**src/rtl/sram_ctrl_pkg.sv**
```systemverilog
`default_nettype none
// ============================================================================
// Module   : sram_ctrl_pkg
// Brief    : Shared state encoding and default geometry for the SRAM burst
//            controller.
// Revision : 1.0
// ============================================================================
package sram_ctrl_pkg;

    localparam int c_DEF_A = 7;
    localparam int c_DEF_W = 16;

    typedef enum logic [1:0] {
        ST_IDLE  = 2'd0,
        ST_WRITE = 2'd1,
        ST_READ  = 2'd2,
        ST_DONE  = 2'd3
    } state_t;

endpackage
`default_nettype wire

```
**src/rtl/sram_out_stage.sv**
```systemverilog
`default_nettype none
// ============================================================================
// Module   : sram_out_stage
// Brief    : Single-entry read output register with valid/ready handshake.
// Revision : 1.0
// ============================================================================
module sram_out_stage #(
    parameter int W = 16
) (
    input  logic         clk,
    input  logic         rst,
    input  logic         i_fetch_avail,
    input  logic [W-1:0] i_sram_data,
    input  logic         i_out_ready,
    output logic [W-1:0] o_out_data,
    output logic         o_out_valid,
    output logic         o_fetch,
    output logic         o_xfer
);

    logic [W-1:0] data_q, data_d;
    logic         valid_q, valid_d;

    // Refill whenever the slot is empty or is being drained this cycle.
    assign o_fetch     = i_fetch_avail && (!valid_q || i_out_ready);
    assign o_xfer      = valid_q && i_out_ready;
    assign o_out_data  = data_q;
    assign o_out_valid = valid_q;

    always_comb begin
        data_d  = data_q;
        valid_d = valid_q;
        if (o_fetch) begin
            data_d  = i_sram_data;
            valid_d = 1'b1;
        end else if (o_xfer) begin
            valid_d = 1'b0;
        end
    end

    always_ff @(posedge clk or posedge rst) begin
        if (rst) begin
            data_q  <= '0;
            valid_q <= 1'b0;
        end else begin
            data_q  <= data_d;
            valid_q <= valid_d;
        end
    end

endmodule
`default_nettype wire

```
**src/rtl/sram_burst_ctrl.sv**
```systemverilog
`default_nettype none
// ============================================================================
// Module   : sram_burst_ctrl
// Brief    : Streams write bursts into, and read bursts out of, an external
//            single-port SRAM with combinational read data.
// Revision : 1.0
// ============================================================================
module sram_burst_ctrl
    import sram_ctrl_pkg::*;
#(
    parameter int A = c_DEF_A,
    parameter int W = c_DEF_W
) (
    input  logic         CLK,
    input  logic         RST,
    input  logic         start,
    input  logic         mode,
    input  logic [A-1:0] base,
    input  logic [A:0]   length,
    output logic         busy,
    output logic         done,
    input  logic [W-1:0] in_data,
    input  logic         in_valid,
    output logic         in_ready,
    output logic [W-1:0] out_data,
    output logic         out_valid,
    input  logic         out_ready,
    output logic [A-1:0] sram_address,
    output logic [W-1:0] sram_dataInput,
    output logic         sram_write,
    input  logic [W-1:0] sram_dataOutput
);

    localparam logic [A:0] c_CNT_ONE = {{A{1'b0}}, 1'b1};

    state_t       state_q, state_d;
    logic [A:0]   count_q, count_d;
    logic [A:0]   len_q, len_d;
    logic [A-1:0] base_q, base_d;

    logic         w_fetch;
    logic         w_xfer;
    logic         w_all_fetched;
    logic         w_fetch_avail;
    logic [A:0]   w_last_idx;

    assign w_last_idx    = len_q - c_CNT_ONE;
    assign w_all_fetched = (count_q == len_q);
    assign w_fetch_avail = (state_q == ST_READ) && !w_all_fetched;

    // Low A bits of the counter give natural wrap past the top address.
    assign sram_address   = base_q + count_q[A-1:0];
    assign sram_dataInput = in_data;
    assign in_ready       = (state_q == ST_WRITE);
    assign sram_write     = in_ready && in_valid;
    assign busy           = (state_q != ST_IDLE);
    assign done           = (state_q == ST_DONE);

    sram_out_stage #(
        .W (W)
    ) u_out_stage (
        .clk           (CLK),
        .rst           (RST),
        .i_fetch_avail (w_fetch_avail),
        .i_sram_data   (sram_dataOutput),
        .i_out_ready   (out_ready),
        .o_out_data    (out_data),
        .o_out_valid   (out_valid),
        .o_fetch       (w_fetch),
        .o_xfer        (w_xfer)
    );

    always_comb begin
        state_d = state_q;
        count_d = count_q;
        len_d   = len_q;
        base_d  = base_q;
        case (state_q)
            ST_IDLE: begin
                if (start) begin
                    base_d  = base;
                    len_d   = length;
                    count_d = '0;
                    if (length == '0) begin
                        state_d = ST_DONE;
                    end else if (mode) begin
                        state_d = ST_READ;
                    end else begin
                        state_d = ST_WRITE;
                    end
                end
            end
            ST_WRITE: begin
                if (in_valid) begin
                    count_d = count_q + c_CNT_ONE;
                    if (count_q == w_last_idx) begin
                        state_d = ST_DONE;
                    end
                end
            end
            ST_READ: begin
                if (w_fetch) begin
                    count_d = count_q + c_CNT_ONE;
                end
                // With every word fetched, the buffered word is the final one.
                if (w_xfer && w_all_fetched) begin
                    state_d = ST_DONE;
                end
            end
            ST_DONE: begin
                state_d = ST_IDLE;
            end
            default: begin
                state_d = ST_IDLE;
            end
        endcase
    end

    always_ff @(posedge CLK or posedge RST) begin
        if (RST) begin
            state_q <= ST_IDLE;
            count_q <= '0;
            len_q   <= '0;
            base_q  <= '0;
        end else begin
            state_q <= state_d;
            count_q <= count_d;
            len_q   <= len_d;
            base_q  <= base_d;
        end
    end

endmodule
`default_nettype wire

```
**config.mk**
```make
export PLATFORM = sky130hd
export DESIGN_NAME = sram_burst_ctrl
export DESIGN_NICKNAME = d
export VERILOG_FILES = /design/src/rtl/sram_ctrl_pkg.sv /design/src/rtl/sram_out_stage.sv /design/src/rtl/sram_burst_ctrl.sv
export SDC_FILE = /design/constraint.sdc
export NUM_CORES = 1
export LEC_CHECK = 0
export CAP_MARGIN = 20
export CORE_MARGIN = 2
export CORE_UTILIZATION = 31
export DETAILED_ROUTE_END_ITERATION = 6
export PLACE_DENSITY_LB_ADDON = 0.1
export SYNTH_ARGS = -nofsm -noshare
export SYNTH_HDL_FRONTEND = slang
export SYNTH_HIERARCHICAL = 1
export SYNTH_SLANG_ARGS = --single-unit
```
**constraint.sdc**
```tcl
create_clock -name CLK -period 3.3 [get_ports CLK]
set_clock_uncertainty 0.2 [all_clocks]
set_input_delay 0.66 -clock CLK [delete_from_list [all_inputs] [get_ports CLK]]
set_output_delay 0.66 -clock CLK [all_outputs]
set_load 0.01 [all_outputs]
```
==> out/qor.yml, run 1 <==
r2r-end: "count_q[5]"
worst_pin_slew_ns: 0.711
clockBufferDepth: 2
synth.top_cells.by_area: "dfrtp_1 41%, mux2_2 11%, ha_1 6.4%"
first_pass_iters: 4
power_frac_seq_pct: 30.3
final_hold_viol_count: 0
cp_num_cells: 10
cts.sinks: 42
place.gp.congestion: 0.784
boundaryPins: 97
comb_power_share_pct: 58.5
wl_per_cell_um: 14.2
place_hpwl_um: 4150
r2r_cells: 10
diodes: 0
rrSetupSlack_ns: 0.64
required_ns: 2.44
p_leak_nw: 1.50
cts-root-buf: "clkbuf_8"
grt-ovfl-total: 0
grt_antenna_before_repair: 0
ys_ff_latch: 42
die_height_um: 94.8
layout_setup_ws_ns: 0.232
ant_nets: 0
area_delta_synth_final_pct: 29.6
finalSetupViolCount: 0
viasPerCell: 4.55
syn-num-nets: 294
synth_edf_count: 0
slew_headroom_pct: 52.5
p_int_w: 0.00194
ys_types: 42
initial_core_util_pct: 31.6
drtIter0Drc: 58
cp_slowest_stage_delay_ns: 0.38
insertion_delay_ns: 0.29
synthTopCellsByCount: "42 x dfrtp_1, 24 x mux2_2, 18 x inv_1, 16 x buf_4, 14 x xnor2_1"
ir_drop_v: 0.000309
crit_family: "compound AO/OA/AOI/OAI gates"
synth_async_sr_flop_share_pct: 100
ys_warn_count: 6
setup_tns_ns: 0
grt_pass1_vias: 1828
grt_usage_pct: 13.3
dpl_worst_slack_ns: 0.256
switchingPower_w: 0.00115
drc_errors: 0
cp-endpoint: "sram_address[6]"
synth_area_sq_mm: 0.00255
yosysTopAreaCell: "dfrtp_1"
power_w: 0.00310
layout-drive-gt1-share_pct: 20.5
power_density_mw_per_mm2: 936
crit_start: "count_q[0]"
critPathLaunchType: "flip-flop"
syn_inst: 227
status: "completed"
wirelength_um: 5520
path_buf_inv: 3
cts_buffers: 5
fillerInstances: 823
clkSlewWorstSetupHoldPaths_ns: 0.08
grt_max_degree: 26
finalNetCount: 349
core_area_sq_mm: 0.00809
worst-endpoint-arrival_ns: 2.21
sw_frac_of_total_pct: 37.3
critical_path_class: "reg -> out"
cp-end-kind: "output pin"
slew_viol_final: 0
vias: 1767
synth_top_flop_cell: "dfrtp_1"
rsz0062_at_grt: "false"
avgSynthCellArea_sq_um: 11.2
die_area_sq_mm: 0.00898
period_needed_ns: 3.07
hp-class: "reg -> reg"
register_area_sq_mm: 0.00105
cts_tree: "done"
fin_crit_sh_pct: 93.0
numPortBuffers: 64
die_w_um: 94.8
grt_pass1_wl_um: 9110
fmaxAchievable_mhz: 326
cp_max_fo: 2
yosysMostFrequentCell: "dfrtp_1"
synth_top_area_share_pct: 41.2
num_rows: 33
critPathSlowestCell: "dfrtp_1"
clock_power_share_pct: 11.2
synth-seq-area-share_pct: 41.2
multi_input_area_sq_mm: 0.00127
max_cap_violations: 0
postCtsHoldBufs: 0
h-tree-depth: 2
critical_path.cell_chain: "ha_1 > inv_1 > fa_1 > inv_1 > a21oi_1 > o21bai_1 > a21o_1 > a21oi_1 > xnor2_1 > dlygate4sd2_1"
r2r_start: "count_q[6]"
## area by class of cell
cell class / instances / area share [%]
clock buffers: 6 / 2.50
clock inverters: 2 / 0.378
inverters: 18 / 2.04
multi-input cells: 144 / 38.3
flip-flops and latches: 42 / 31.8
well taps: 105 / 3.97
repair buffers: 71 / 21.1
## kinds of logic (layout without fill, tap and decap cells)
group,count (synthesis),after routing,share of synthesized area (%)
AO/OA/AOI/OAI,32,32,8.72
XOR/XNOR,20,20,7.45
adder cells (fa/ha/maj),14,14,7.15
buffers and inverters,41,97,9.36
flip-flops,42,42,41.2
multiplexers,36,36,17.1
AND/OR/NAND/NOR,42,42,9.11
## power groups by stage
stage | combinational [W] | clock [W] | sequential (W)
3_5_place_dp | 0.00183 | 0 | 0.000949
3_3_place_gp | 0.00184 | 0 | 0.000945
4_1_cts | 0.00184 | 0.000364 | 0.000941
6_report | 0.00181 | 0.000345 | 0.000939
2_1_floorplan | 0.00116 | 0 | 0.000957
5_1_grt | 0.00200 | 0.000382 | 0.000977
## metrics by stage
stage | cell area (sq um) | utilization (%) | hold slack [ns] | std cells
detailed placement | 3200 | 39.5 | 0.295 | 379
finish | 3310 | 40.9 | 0.311 | 388
global placement | 3200 | 39.5 | 0.287 | 379
floorplan | 2550 | - | 0.284 | 227
global route | 3310 | 40.9 | 0.328 | 388
CTS | 3300 | 40.8 | 0.316 | 388
## what timing repair did
| action | CTS | global route |
|---|---|---|
| pin swaps | 1 | 0 |
| buffers inserted | 1 | 0 |
| gates resized for setup | 1 | 3 |
| setup endpoints to repair | 1 | 2 |
## sequential cells by signal, indices dropped and copies added (netlist names)
| name | count |
|---|---|
| base_q | 7 |
| u_out_stage/o_out_data | 16 |
| len_q | 8 |
| u_out_stage/o_out_valid | 1 |
| state_q | 2 |
| count_q | 8 |
## placed cells by master, fill, tap and decap left out, drive strengths merged, types with 4 or more instances in the layout
cell type	synthesis	routed
nand3	9	9
and2	5	5
nor3	4	4
xor2	4	4
nand2	8	8
xnor2	16	16
clkbuf	4	6
o21ai	8	8
dfrtp	42	42
nor2	6	6
buf	19	7
clkdlybuf4s50	0	61
a21oi	4	4
inv	18	18
ha	13	13
mux2	33	33
a21o	4	4
## how the worst min path moves through the flow
| stage | startpoint | to | depth (start not counted) |
|---|---|---|---|
| global placement | u_out_stage/o_out_data[12] | u_out_stage/o_out_data[12] | 1 |
| global route | u_out_stage/o_out_data[8] | u_out_stage/o_out_data[8] | 1 |
| detailed placement | u_out_stage/o_out_data[1] | u_out_stage/o_out_data[1] | 1 |
| floorplan | base_q[2] | base_q[2] | 1 |
| finish | u_out_stage/o_out_data[11] | u_out_stage/o_out_data[11] | 1 |
| CTS | u_out_stage/o_out_data[11] | u_out_stage/o_out_data[11] | 1 |
## per-layer routing
layer	vias up	track usage [%]	share of wire, %
li1	872	-	-
met4	0	4.71	0.92
met1	865	18.2	50
met3	4	2.63	3.3
met5	-	0	0
met2	26	21.1	45
(Power assumes the default switching activity.)
==> run 2: changes to the inputs <==
==> constraint.sdc (replaced) <==
create_clock -name CLK -period 3 [get_ports CLK]
set_clock_uncertainty 0.2 [all_clocks]
set_input_delay 0.6 -clock CLK [delete_from_list [all_inputs] [get_ports CLK]]
set_output_delay 0.6 -clock CLK [all_outputs]
set_load 0.01 [all_outputs]
==> run 2 against run 1 <==
Flip-flop and latch count stayed put. Worst hold slack worse by 0.00059 ns. Setup slack worse by 0.061 ns. Utilization is 0.34 points higher. Sequential share of layout area is 0.26 points lower. Cell area is 0.83% higher. Highest routed layer unchanged. Register-to-register slack worse by 0.27 ns. Combinational power is 12% higher. Die area stayed put.
==> out/qor.yml, run 2 (synthesis gave the netlist of run 1 again) <==
max_cap_violations: 0  # unchanged
final_hold_viol_count: 0  # unchanged
core_area_sq_mm: 0.00809  # unchanged
grt_usage_pct: 13.3  # -0.051 points
fmaxAchievable_mhz: 353
power_w: 0.00342  # +11%
fin_crit_sh_pct: 94.3
rsz0062_at_grt: "true"
sw_frac_of_total_pct: 37.5  # +0.20 points
wirelength_um: 5530  # +0.27%
h-tree-depth: 2  # unchanged
place_hpwl_um: 4230  # +1.9%
slew_headroom_pct: 55.5  # +3.0 points
critPathLaunchType: "flip-flop"
power_density_mw_per_mm2: 1030  # +9.7%
drtIter0Drc: 40  # -31%
layout_setup_ws_ns: 0.171  # -0.0611 ns
grt_pass1_wl_um: 9000  # -1.3%
worst-endpoint-arrival_ns: 2.03  # -0.18 ns
rrSetupSlack_ns: 0.37  # -0.27 ns
dpl_worst_slack_ns: 0.0723  # -0.184 ns
first_pass_iters: 4  # unchanged
cts-root-buf: "clkbuf_8"
finalNetCount: 353  # +1.1%
die_area_sq_mm: 0.00898  # unchanged
grt_antenna_before_repair: 0  # unchanged
r2r-end: "count_q[5]"
numPortBuffers: 64  # unchanged
slew_viol_final: 0  # unchanged
crit_start: "count_q[1]"
cp_max_fo: 3  # +1
area_delta_synth_final_pct: 30.7
fillerInstances: 799  # -2.9%
ir_drop_v: 0.000354  # +15%
grt_pass1_vias: 1748  # -4.4%
critical_path_class: "reg -> out"
stdcell_area_sq_mm: 0.00334  # +0.83%
p_int_w: 0.00214  # +10%
boundaryPins: 97  # unchanged
worst_pin_slew_ns: 0.667  # -0.0439 ns
wl_per_cell_um: 14.1  # -0.75%
cp-end-kind: "output pin"
post_cts_buffers: 0  # -1
cts_buffers: 5  # unchanged
cts_tree: "done"
largest_reg_flops: 16  # unchanged
ant_nets: 0  # unchanged
final_cell_mix: "61 x clkdlybuf4s50_1, 42 x dfrtp_1, 24 x mux2_2"
cts.sinks: 42  # unchanged
place.gp.congestion: 0.738  # -5.8%
status: "completed"
vias: 1773  # +0.34%
drc_errors: 0  # unchanged
r2r_start: "count_q[1]"
final_common_cell: "clkdlybuf4s50_1"
grt_max_degree: 26  # unchanged
num_rows: 33  # unchanged
placed_cell_area_sq_mm: 0.00324  # +1.2%
insertion_delay_ns: 0.29  # about the same
period_needed_ns: 2.83
dp.cells: 384  # +1.3%
cp-endpoint: "sram_address[3]"
layout-drive-gt1-share_pct: 24.4  # +3.9 points
clkSlewWorstSetupHoldPaths_ns: 0.08  # about the same
p_leak_nw: 1.50  # -0.11%
r2r_cells: 11  # +1
viasPerCell: 4.52  # -0.68%
hp-start: "u_out_stage/o_out_data[12]"
switchingPower_w: 0.00128  # +11%
required_ns: 2.20  # -0.24 ns
finalSetupViolCount: 0  # unchanged
power_frac_seq_pct: 29.7  # -0.6 points
stdcell_count: 392  # +1.0%
initial_core_util_pct: 31.6  # unchanged
clockBufferDepth: 2  # unchanged
hp-class: "reg -> reg"
comb_power_share_pct: 59.0  # +0.5 points
grt-ovfl-total: 0  # unchanged
clock_power_share_pct: 11.3  # about the same
diodes: 0  # unchanged
die_w_um: 94.8  # unchanged
die_height_um: 94.8  # unchanged
[run 2: changes by cell type in the layout (fill, tap and decap cells not counted), sizes merged]
| cell | before | now |
|---|---|---|
| buf | 7 | 12 |
| clkbuf | 6 | 7 |
| dlymetal6s2s | 2 | 0 |
[run 2: layout make-up]
cell class                      count  area (sq um)  share of cell area [%]
Clock buffer                        6          82.6                    2.47
Inverter                           18          67.6                    2.02
Tap cell                          105           131                    3.94
Sequential cell                    42          1050                    31.5
Timing Repair Buffer               75           712                    21.3
Multi-Input combinational cell    144          1280                    38.4
Clock inverter                      2          12.5                   0.375
[run 2: power groups by stage]
stage	registers, W	logic, W	clock network [W]
after global routing	0.00106	0.00223	0.000428
after detailed placement	0.00103	0.00204	0
final	0.00102	0.00202	0.000388
after floorplan	0.00105	0.00127	0
after CTS	0.00102	0.00204	0.000404
after global placement	0.00102	0.00205	0
[run 2: how the worst min path moves through the flow]
stage / endpoint / slack (ns) / cells after the start
finish: u_out_stage/o_out_data[12] / 0.31 / 1
floorplan: base_q[2] / 0.28 / 1
global route: u_out_stage/o_out_data[8] / 0.33 / 1
CTS: u_out_stage/o_out_data[10] / 0.31 / 1
detailed placement: u_out_stage/o_out_data[10] / 0.29 / 1
global placement: u_out_stage/o_out_data[10] / 0.29 / 1
[run 2: metal layers]
layer,wire [um],vias up,GRT usage [%]
li1,-,881,-
met1,2770,857,19.1
met2,2460,28,19.6
met3,230,7,2.87
met4,72,0,4.71
met5,0,-,0
[run 2: per-stage QoR]
step	setup TNS [ns]	hold WS [ns]	utilization, %
after floorplan	0	0.284	-
after global placement	0	0.288	40.0
after detailed placement	0	0.293	40.0
after CTS	0	0.314	41.2
after global routing	-0.0231	0.326	41.2
final	0	0.310	41.2
[run 2: timing repair]
action                                  4_1_cts  5_1_grt
hold buffers                                  0        0
endpoints found under the setup margin        3        2
pin swaps                                     0        6
gates resized for setup                       4       11
[run 2: worst max-delay path, cell delays in order (launching register included)]
cell             delay, ns
dfrtp_1               0.40
ha_1                  0.29
a21o_1                0.19
a21oi_2               0.17
xnor2_1               0.14
clkdlybuf4s50_1       0.55
==> run 3: changes to the inputs <==
--- a/config.mk
+++ b/config.mk
@@ -9,6 +9,7 @@
 export CORE_MARGIN = 2
 export CORE_UTILIZATION = 31
 export DETAILED_ROUTE_END_ITERATION = 6
+export GPL_TIMING_DRIVEN = 0
 export PLACE_DENSITY_LB_ADDON = 0.1
 export SYNTH_ARGS = -nofsm -noshare
 export SYNTH_HDL_FRONTEND = slang
==> run 3 against run 2 <==
Setup slack got worse by 0.041 ns. Maximum frequency decreased by 1.4%. Sequential share of layout area decreased by 2.5 points. Global-route usage increased by 0.29 points. Sequential power about the same. Power increased by 1.8%. Clock power about the same. Non-clock buffer count increased by 32. Critical path depth increased by 5. Combinational power increased by 3%. Via count increased by 8.4%. Count of clock-buffer cells in the layout increased by 1. Critical path type unchanged. Critical endpoint is now sram_address[6]. Largest power group unchanged.
==> out/qor.yml, run 3 (synthesis gave the netlist of run 1 again) <==
status: "completed"
hold_ws_ns: 0.309  # -0.000542 ns
finalSetupViolCount: 0  # unchanged
critical_path.cell_chain: "ha_1 > inv_1 > fa_2 > inv_1 > a21oi_2 > o21bai_1 > a21o_1 > a21oi_2 > xnor2_1 > buf_2"
viasPerCell: 4.53  # +0.22%
fin_util_pct: 45.0  # +3.7 points
diodes: 0  # unchanged
grt-ovfl-total: 0  # unchanged
power_density_mw_per_mm2: 958  # -6.6%
cp-end-kind: "output pin"
largest_reg_flops: 16  # unchanged
required_ns: 2.20  # about the same
cts_buffers: 5  # unchanged
die_area_sq_mm: 0.00898  # unchanged
max_cap_violations: 0  # unchanged
num_rows: 33  # unchanged
die_height_um: 94.8  # unchanged
worst_pin_slew_ns: 0.655  # -0.0119 ns
core_area_sq_mm: 0.00809  # unchanged
clockBufferDepth: 2  # unchanged
fin_crit_sh_pct: 95.7  # +1.4 points
postCtsHoldBufs: 0  # unchanged
cp_slowest_stage_delay_ns: 0.42  # -0.13 ns
numPortBuffers: 80  # +25%
vias: 1922  # +8.4%
ir_drop_v: 0.000289  # -18%
grt_pass1_wl_um: 9390  # +4.4%
layout-drive-gt1-share_pct: 25.7  # +1.3 points
drtIter0Drc: 47  # +18%
cts-root-buf: "clkbuf_8"
insertion_delay_ns: 0.29  # about the same
grt_max_degree: 26  # unchanged
fillerInstances: 794  # -0.63%
critPathLaunchType: "flip-flop"
place.gp.congestion: 0.821  # +11%
hp-class: "reg -> reg"
period_needed_ns: 2.87  # +0.0409 ns
fmaxAchievable_mhz: 348  # -1.4%
slew_headroom_pct: 56.3  # +0.80 points
first_pass_iters: 4  # unchanged
p_leak_nw: 1.64  # +9.5%
setup_tns_ns: 0  # unchanged
final_hold_viol_count: 0  # unchanged
power_w: 0.00349  # +1.8%
boundaryPins: 97  # unchanged
grt_usage_pct: 13.6  # +0.29 points
finalNetCount: 385  # +9.1%
cp_max_fo: 2  # -1
wl_per_cell_um: 13.5  # -4.5%
h-tree-depth: 2  # unchanged
critical_path_class: "reg -> out"
cts.sinks: 42  # unchanged
clkSlewWorstSetupHoldPaths_ns: 0.08  # about the same
initial_core_util_pct: 31.6  # unchanged
final_cell_mix: "77 x clkdlybuf4s50_1, 40 x dfrtp_1, 24 x mux2_2"
cts_tree: "done"
critPathSlowestCell: "dfrtp_2"
rsz0062_at_grt: "true"
wirelength_um: 5720  # +3.3%
slew_viol_final: 0  # unchanged
drc_errors: 0  # unchanged
final_common_cell: "clkdlybuf4s50_1"
ant_nets: 0  # unchanged
die_w_um: 94.8  # unchanged
grt_pass1_vias: 1953  # +12%
grt_antenna_before_repair: 0  # unchanged
place_hpwl_um: 4320  # +2.3%
worst-endpoint-arrival_ns: 2.07  # +0.04 ns
area_delta_synth_final_pct: 42.5
run 3: cell types whose count changed in the layout (fill, tap and decap cells not counted), moves of 2 or more:
cell / previous run / this run
clkbuf_1: 0 / 4
buf_4: 11 / 20
inv_1: 16 / 18
dfrtp_1: 42 / 40
inv_2: 2 / 0
clkdlybuf4s50_1: 61 / 77
dfrtp_2: 0 / 2
run 3: metrics by stage:
step / setup WS [ns] / area (sq um) / instances
2_1_floorplan: 0.270 / 2550 / 227
3_3_place_gp: -0.217 / 3490 / 412
3_5_place_dp: -0.226 / 3490 / 412
4_1_cts: -0.0436 / 3610 / 423
5_1_grt: -0.0227 / 3640 / 424
6_report: 0.130 / 3640 / 424
run 3: worst max-delay path: cells and delay by family (launching register included):
kind	cells	cell delay, ns
XOR/XNOR	1	0.12
buffers and inverters	3	0.27
AO/OA/AOI/OAI	4	0.56
adder cells (fa/ha/maj)	2	0.41
flip-flops	1	0.42
run 3: final timing paths:
path / from / end / slack, ns / cells after the start
worst min-delay path: u_out_stage/o_out_data[10] / u_out_stage/o_out_data[10] / 0.31 / 1
min in group asynchronous: RST / len_q[5] / 0.33 / 2
worst min register to register: u_out_stage/o_out_data[10] / u_out_stage/o_out_data[10] / 0.31 / 1
worst max register to register: count_q[6] / count_q[5] / 0.21 / 12
worst max-delay path: count_q[0] / sram_address[6] / 0.13 / 10
max in group asynchronous: RST / u_out_stage/o_out_data[13] / 1.66 / 2
run 3: layer usage:
layer	vias up	part of all wire (%)	global-route usage, %	wire (um)
met5	-	0	0	0
met4	0	1.1	3.74	61
met3	4	4.3	2.47	244
met2	52	48	22.6	2750
met1	925	47	18.1	2660
li1	941	-	-	-
run 3: final cells by class:
| cell class | count | area (sq um) | share of cell area [%] |
|---|---|---|---|
| flip-flops and latches | 42 | 1050 | 29.0 |
| clock inverters | 1 | 5.00 | 0.138 |
| well taps | 105 | 131 | 3.61 |
| repair buffers | 85 | 848 | 23.3 |
| inverters | 18 | 67.6 | 1.86 |
| multi-input cells | 144 | 1280 | 35.1 |
| clock buffers | 7 | 86.3 | 2.37 |
| plain buffers | 22 | 168 | 4.61 |
run 3: power by group:
part / internal, W / total, W / leakage (nW) / switching (W)
Sequential: 0.000826 / 0.00102 / 0.508 / 0.000193
Combinational: 0.00118 / 0.00208 / 1.09 / 0.000907
Clock: 0.000186 / 0.000385 / 0.0482 / 0.000199
run 3: repair_timing:
| action | CTS | global route |
|---|---|---|
| resized for setup | 8 | 8 |
| buffers inserted | 4 | 0 |
| pin swaps | 1 | 1 |
| endpoints found under the setup margin | 7 | 6 |
